--- src/rtl/demux_buf_if.sv ---
// Handshake bundle between a single producer and the two-channel demux buffer.
// The producer side uses the master modport; the demux itself uses slave.
interface demux_buf_if #(
   parameter int WIDTH = 32,
   parameter int DEPTH = 2
);
   logic [WIDTH-1:0]         iZ;
   logic                     S0;
   logic                     iValid;
   logic                     oReady;
   logic [WIDTH-1:0]         oC0;
   logic [WIDTH-1:0]         oC1;
   logic                     oValid0;
   logic                     oValid1;
   logic                     iReady0;
   logic                     iReady1;
   logic [$clog2(DEPTH):0]   oCount0;
   logic [$clog2(DEPTH):0]   oCount1;

   modport master (
      output iZ, S0, iValid, iReady0, iReady1,
      input  oReady, oC0, oC1, oValid0, oValid1, oCount0, oCount1
   );

   modport slave (
      input  iZ, S0, iValid, iReady0, iReady1,
      output oReady, oC0, oC1, oValid0, oValid1, oCount0, oCount1
   );
endinterface

--- src/rtl/demux_buf.sv ---
// Registered 1-to-2 demultiplexer: one input stream steered by S0 into two
// independent FIFOs, each with its own valid/ready drain handshake.
module demux_buf #(
   parameter int WIDTH = 32,
   parameter int DEPTH = 2
) (
   input logic clk,
   input logic rst,
   demux_buf_if.slave bus
);
   localparam int PW = $clog2(DEPTH);
   localparam int CW = PW + 1;

   logic [WIDTH-1:0] r_mem   [2][DEPTH];
   logic [PW-1:0]    r_wrPtr [2];
   logic [PW-1:0]    r_rdPtr [2];
   logic [CW-1:0]    r_count [2];

   logic [1:0] w_full;
   logic [1:0] w_push;
   logic [1:0] w_pop;
   logic [1:0] w_sinkReady;
   logic       w_accept;

   assign w_sinkReady = {bus.iReady1, bus.iReady0};

   // Full comes from the count so a same-cycle pop can never open room for a push.
   for (genvar k = 0; k < 2; k++) begin : g_flags
      assign w_full[k] = (r_count[k] == CW'(DEPTH));
      assign w_pop[k]  = (r_count[k] != '0) && w_sinkReady[k];
   end

   assign bus.oReady = ~w_full[bus.S0];
   assign w_accept   = bus.iValid && bus.oReady;
   assign w_push     = {w_accept && bus.S0, w_accept && !bus.S0};

   always_ff @(posedge clk or posedge rst) begin
      if (rst) begin
         for (int k = 0; k < 2; k++) begin
            r_wrPtr[k] <= '0;
            r_rdPtr[k] <= '0;
            r_count[k] <= '0;
            for (int d = 0; d < DEPTH; d++) begin
               r_mem[k][d] <= '0;
            end
         end
      end else begin
         for (int k = 0; k < 2; k++) begin
            if (w_push[k]) begin
               r_mem[k][r_wrPtr[k]] <= bus.iZ;
               r_wrPtr[k]           <= r_wrPtr[k] + PW'(1);
            end
            if (w_pop[k]) begin
               r_rdPtr[k] <= r_rdPtr[k] + PW'(1);
            end
            case ({w_push[k], w_pop[k]})
               2'b10:   r_count[k] <= r_count[k] + CW'(1);
               2'b01:   r_count[k] <= r_count[k] - CW'(1);
               default: r_count[k] <= r_count[k];
            endcase
         end
      end
   end

   assign bus.oC0     = r_mem[0][r_rdPtr[0]];
   assign bus.oC1     = r_mem[1][r_rdPtr[1]];
   assign bus.oValid0 = (r_count[0] != '0);
   assign bus.oValid1 = (r_count[1] != '0);
   assign bus.oCount0 = r_count[0];
   assign bus.oCount1 = r_count[1];
endmodule

--- src/flat_wrapper.sv ---
// flat-port wrapper written by rule: the top's interface ports become plain ports
module demux_buf_flat 
#(
   parameter int WIDTH = 32,
   parameter int DEPTH = 2
)
  (clk, rst, bus_iZ, bus_S0, bus_iValid, bus_iReady0, bus_iReady1, bus_oReady, bus_oC0, bus_oC1, bus_oValid0, bus_oValid1, bus_oCount0, bus_oCount1);
  demux_buf_if #(.WIDTH(WIDTH), .DEPTH(DEPTH)) bus_i ();
  input logic clk;
  input logic rst;
  input wire logic [$bits(bus_i.iZ)-1:0] bus_iZ;
  input wire logic [$bits(bus_i.S0)-1:0] bus_S0;
  input wire logic [$bits(bus_i.iValid)-1:0] bus_iValid;
  input wire logic [$bits(bus_i.iReady0)-1:0] bus_iReady0;
  input wire logic [$bits(bus_i.iReady1)-1:0] bus_iReady1;
  output wire logic [$bits(bus_i.oReady)-1:0] bus_oReady;
  output wire logic [$bits(bus_i.oC0)-1:0] bus_oC0;
  output wire logic [$bits(bus_i.oC1)-1:0] bus_oC1;
  output wire logic [$bits(bus_i.oValid0)-1:0] bus_oValid0;
  output wire logic [$bits(bus_i.oValid1)-1:0] bus_oValid1;
  output wire logic [$bits(bus_i.oCount0)-1:0] bus_oCount0;
  output wire logic [$bits(bus_i.oCount1)-1:0] bus_oCount1;
  assign bus_i.iZ = bus_iZ;
  assign bus_i.S0 = bus_S0;
  assign bus_i.iValid = bus_iValid;
  assign bus_i.iReady0 = bus_iReady0;
  assign bus_i.iReady1 = bus_iReady1;
  assign bus_oReady = bus_i.oReady;
  assign bus_oC0 = bus_i.oC0;
  assign bus_oC1 = bus_i.oC1;
  assign bus_oValid0 = bus_i.oValid0;
  assign bus_oValid1 = bus_i.oValid1;
  assign bus_oCount0 = bus_i.oCount0;
  assign bus_oCount1 = bus_i.oCount1;
  demux_buf #(.WIDTH(WIDTH), .DEPTH(DEPTH)) u_core (.clk(clk), .rst(rst), .bus(bus_i));
endmodule
--- config.mk ---
export PLATFORM = sky130hd
export DESIGN_NAME = demux_buf_flat
export DESIGN_NICKNAME = d
export VERILOG_FILES = /design/src/rtl/demux_buf_if.sv /design/src/rtl/demux_buf.sv /design/src/flat_wrapper.sv
export SDC_FILE = /design/constraint.sdc
export NUM_CORES = 1
export LEC_CHECK = 0
export BUFFER_PORTS_ARGS = -buffer_cell sky130_fd_sc_hd__buf_2
export CAP_MARGIN = 25
export CORE_UTILIZATION = 46
export CTS_CLUSTER_DIAMETER = 200
export DETAILED_ROUTE_END_ITERATION = 12
export HOLD_SLACK_MARGIN = 0.15
export PLACE_DENSITY = 0.68
export SYNTH_ARGS = -nofsm -noshare
export SYNTH_HDL_FRONTEND = slang
export SYNTH_SLANG_ARGS = --single-unit
--- constraint.sdc ---
create_clock -name clk -period 4.87 [get_ports clk]
set_clock_uncertainty 0.05 [all_clocks]
set_input_delay 0.2435 -clock clk [delete_from_list [all_inputs] [get_ports clk]]
set_output_delay 0.2435 -clock clk [all_outputs]
set_load 0.1 [all_outputs]
[Yosys cells after proc, flatten, opt, wreduce, memory -nomap -nowiden]
Index checks and enable logic that the tools add are counted.
Storage, ports and cells
  bits in registers: 136
  output and inout bits: 71
  logic and storage cells: 64
Operators by class
  add/sub/neg operators: 8
  $lt $le $gt $ge: 7
  equality and inequality tests: 6
  muxes and demuxes: 16
  bitwise logic cells: 5
  reduce and logical (&&, ||, !) cells: 12
Operators by type and width (number)
  $mux 32: 8
  $bwmux 64: 2
  $demux 32 s1: 2
  $eq 2x2->1 const B: 4
  $ge 2x2->1 const B: 4
  $not 1->2: 4
  $pmux 2 s2: 2
  $reduce_bool 2->1: 4
  $logic_and 1x1->1: 7
  $add 1x1->1 const B: 4
  $add 2x1->2 const B: 2
  $eq 2x1->1 const B: 2
  $lt 2x1->1 const B: 2
  $sub 2x1->2 const B: 2
  $lt 1x2->1 const B: 1
  $mux 1: 2
  $logic_not 1->1: 1
  $not 1->1: 1

[Longest topological paths before layout]
  depth after elaboration: 8
  mapped depth: 6
  gate-level depth less buffers: 6

[Worst setup path before layout]
No wires, ideal clock.
  path type: register to output
  from: register u_core.r_count, in the netlist u_core.bus.oCount0[0]
  to: output bus_oReady
  arrival: 2.714 ns
  data required time: 4.577 ns
  path slack: 1.863 ns
  cell stages (with the launch flop): 4
  path buffers: 0
  cell sequence: dfrtp_1 > nand2b_1 > nor2_1 > a21oi_1
On the way
  word-level cells in the longest chain between the ends: 4
Ends and longest elaborated chain
  start, declared: line demux_buf.sv:17  | logic [CW-1:0] r_count [2];
  start signal, assigned by index: line demux_buf.sv:57  | 2'b10: r_count[k] <= r_count[k] + CW'(1);
  start signal, assigned by index: line demux_buf.sv:58  | 2'b01: r_count[k] <= r_count[k] - CW'(1);
  start signal, assigned by index: line demux_buf.sv:59  | default: r_count[k] <= r_count[k];
  $eq 2x2->1: line demux_buf.sv:29  | assign w_full[k] = (r_count[k] == CW'(DEPTH));
  $mux 1 (implied by the code) (2 in a row): line demux_buf.sv:33  | assign bus.oReady = ~w_full[bus.S0];
  $not 1->1: line demux_buf.sv:33
  end, declared: line flat_wrapper.sv:16  | output wire logic [$bits(bus_i.oReady)-1:0] bus_oReady;
Every way passes these cells. The select of a mux whose other input is x is not followed.

[Final worst setup path]
  from: register u_core.r_rdPtr[1] in the netlist's numbering
  to: output bus_oC0[30]
On the way
  word-level cells in the longest chain between the ends: 4
Ends and longest elaborated chain
  start, declared: line demux_buf.sv:16  | logic [PW-1:0] r_rdPtr [2];
  start signal, assigned by index: line demux_buf.sv:54  | r_rdPtr[k] <= r_rdPtr[k] + PW'(1);
  $not 1->2 (implied by the code): line demux_buf.sv:65  | assign bus.oC0 = r_mem[0][r_rdPtr[0]];
  $mux 32 (implied by the code) (3 in a row): line demux_buf.sv:65
  end, declared: line flat_wrapper.sv:17  | output wire logic [$bits(bus_i.oC0)-1:0] bus_oC0;
Every way passes these cells. The select of a mux whose other input is x is not followed.

==> impl_summary.md <==
Global routing
The number of antenna violations at the first check in global routing is 0. Entering global routing, the biggest net connects 58 pins. The first global-routing pass estimated 20100 um of wire. The aggregate global-route resource usage is 0.200. Global routing finished with a remaining overflow of 0. The number of global-route vias before repair was 3868.

Clocking
The tree is rooted in a sky130_fd_sc_hd__clkbuf_16. The hold-fix buffer count after cts is 37. The clock tree from TritonCTS is done. CTS built an H-tree with a depth of 4. The clock latency reported for the late side of the worst-skew pair is 0.42 ns. Clock tree synthesis found a total of 136 sinks.

After clock tree synthesis, the repair step resized 0 gates. The number of buffers created by CTS is 17. The clock transition time at the flip-flop clock pins of the worst setup and hold paths is 0.05 ns. After clock tree synthesis, the setup repair step added 0 buffers. The worst-case clock buffer depth is 2.

Outcome
The flow ran to the end, and the final reports show no timing, DRC or antenna violations.

Detailed routing
The routed wire length per instance is 17.2 um. In this run the remaining antenna-violating nets after routing total 0. For this block, the initial DRC count from the detailed router was 170. The total vias in the final route is 3618.

For this run, design rule violations remaining after detail routing come to 0. Using the TritonRoute via totals, the vias-per-cell ratio works out to 5.05. The detailed-router iteration count before antenna repair is 4. The post-detailed-routing wire length is 12300 um.

Setup path
The critical path goes through mux2_2 > buf_2. The length in cells of the worst reg-to-reg path is 4. The critical path crosses 2 cells after its start point.

The kind of cell with the highest combined delay on the critical path is flip-flops. The maximum net fanout on the critical path is 33. STA classifies the critical path startpoint as a flip-flop. The critical path class is flip-flop to output pin. For this design, the slowest cell found on the critical path is sky130_fd_sc_hd__dfrtp_2. The data arrival at the endpoint of the critical path is 2.12 ns. The number of buffers and inverters on the critical path is 1. The delay contributed by the slowest stage of the critical path is 0.93 ns. STA classifies the critical path endpoint as an output pin.

The critical path required time is 4.58 ns.

Die
The overall die height is 117 um. The number of standard-cell rows in the floorplan is 41. The overall die area is 13600 um2. The die is 117 um wide. The region available for standard cell placement spans 12700 um2. For this configuration, the core starts out at a cell density of 0.475. For this design the top-level I/O count stands at 109.

Yosys
The synthesized area per cell is 15.8 um2. The number of register bits inferred by synthesis is 136. The share of synthesized area in the top cell type comes to 0.564. Synthesis produced a netlist with a net count of 422. The mapped netlist covers 6040 um2. Counting every instance in the synthesized netlist gives 382. Measured against the total synthesized area, the mux share comes to 0.377.

The synthesized-area fraction occupied by xor and xnor cells is 0.0145. The synthesized-area fraction occupied by adder cells is 0.00415. After synthesis, the largest family of logic cells by area is multiplexers. The netlist uses 22 different library cells.

Of the total synthesized cell area, the portion taken by AND, OR, NAND and NOR gates is 0.0195. Sorting the synthesized cells by area gives the leading types as sky130_fd_sc_hd__dfrtp_1 56%, sky130_fd_sc_hd__mux2_2 29%, sky130_fd_sc_hd__mux2_4 7.5%. The compound-gate portion of the synthesized area was 0.000829. The number of warning messages in the yosys log is 0. The sequential cell area fraction in the yosys report is 0.564. The cell accounting for the most synthesized area is sky130_fd_sc_hd__dfrtp_1.

Place
In this run the tool buffered the top-level ports with 108 buffer cells. At the end of routability-driven placement, the weighted congestion stood at 0.703. The HPWL after detailed placement is 7580 um.

Run
The number of maximum-capacitance constraint violations is 0.

Timing
Subtracting the final worst setup slack from the clock period gives 2.41 ns. The final-report max-slew violation count was 0. At the pin with the least slew margin, the transition time is 0.880 ns. The final period utilization is 0.495. Measured against its own limit, the worst slew margin works out to 0.413. The final hold violation count is 0. Setup repair after global routing left no endpoint under its margin. The fmax is 415 MHz.

The number of setup violations in the final report is 0. Summed over all failing endpoints, the final setup total negative slack is 0 ns.

Cells and area
Leaving out fill and tap cells, the most frequent cells in the layout are 157 x sky130_fd_sc_hd__mux2_2, 134 x sky130_fd_sc_hd__dfrtp_1, 108 x sky130_fd_sc_hd__buf_2. The antenna diode count is 0. In the final layout, the share of cells above drive strength 1 is 0.624. The leading cell type in the layout, fill and taps excluded is sky130_fd_sc_hd__mux2_2. The area added between synthesis and finish is 27.6%.

The net total in the final layout is 572.

Hold path
The tightest min-delay check is of the primary input to asynchronous set/reset pin type.
-- per-stage QoR --
| stage | hold WS [ns] | std cells | util | area, um2 | setup WS [ns] |
|---|---|---|---|---|---|
| 2_1_floorplan | 0.328 | 382 | - | 6040 | 0.937 |
| 6_report | 0.364 | 717 | 0.605 | 7700 | 2.46 |
| 4_1_cts | 0.367 | 716 | 0.604 | 7690 | 2.38 |
| 3_5_place_dp | 0.263 | 647 | 0.529 | 6740 | 2.42 |
| 5_1_grt | 0.421 | 717 | 0.605 | 7700 | 2.36 |
| 3_3_place_gp | 0.256 | 647 | 0.529 | 6740 | 2.49 |
-- worst min-delay path, cell delays in order --
cell                            delay (ns)
sky130_fd_sc_hd__dlygate4sd3_1        0.53
sky130_fd_sc_hd__buf_2                0.13
sky130_fd_sc_hd__inv_4                0.36
-- worst paths after layout --
check                                                   from                            end  slack (ns)
max reg2reg                u_core.bus.oCount1[1]$_DFFE_PP0P_   u_core.r_mem[39]$_DFFE_PP0P_        2.58
min in group clk               u_core.r_mem[123]$_DFFE_PP0P_  u_core.r_mem[123]$_DFFE_PP0P_        0.44
min                                                      rst   u_core.r_mem[37]$_DFFE_PP0P_        0.36
max in group asynchronous                                rst  u_core.r_rdPtr[0]$_DFFE_PP0P_        3.24
min reg2reg                    u_core.r_mem[123]$_DFFE_PP0P_  u_core.r_mem[123]$_DFFE_PP0P_        0.44
max                            u_core.r_rdPtr[1]$_DFFE_PP0P_                    bus_oC0[30]        2.46
-- registers in the layout, summed over array words and instances, names as in the netlist --
name / count
u_core.r_mem: 128
u_core.bus.oCount1: 2
u_core.bus.oCount0: 2
u_core.r_wrPtr: 2
u_core.r_rdPtr: 2
-- layer usage --
metal  GRT usage  wire [um]  vias up
met5           0          0        -
met4      0.0734        157        0
met3      0.0638        584       10
met2       0.317       6030       83
met1       0.259       5560     1867
li1            -          -     1658
-- synthesized netlist by cell type, drive strengths merged --
| master | count |
|---|---|
| buf | 13 |
| inv | 1 |
| nor2 | 3 |
| xnor2 | 6 |
| mux2 | 192 |
| a21oi | 1 |
| dfrtp | 136 |
| nor2b | 2 |
| nand2 | 1 |
| and2 | 2 |
| nand3 | 1 |
| xor2 | 4 |
| or3b | 1 |
| nor3 | 2 |
| or2 | 2 |
| nand2b | 4 |
| nand4 | 1 |
| clkbuf | 8 |
| ha | 2 |
-- area by class of cell --
cell class	count	area (um2)
Tap cell	172	215
Inverter	1	6.26
Timing Repair Buffer	152	971
Sequential cell	136	3410
Multi-Input combinational cell	224	2520
Clock buffer	25	515
Fill cell	1030	5020
Clock inverter	7	65.1
-- logic make-up (layout without fill, tap and decap cells) --
family,count (synthesis),count (layout)
fa+ha+maj,2,2
mux,192,192
xor+xnor,10,10
buf+inv,22,185
compound gates,1,1
flops,136,136
simple gates,19,19
Power is not shown: default switching activity piles up to over one toggle a cycle in this logic, so the estimate is an artifact.
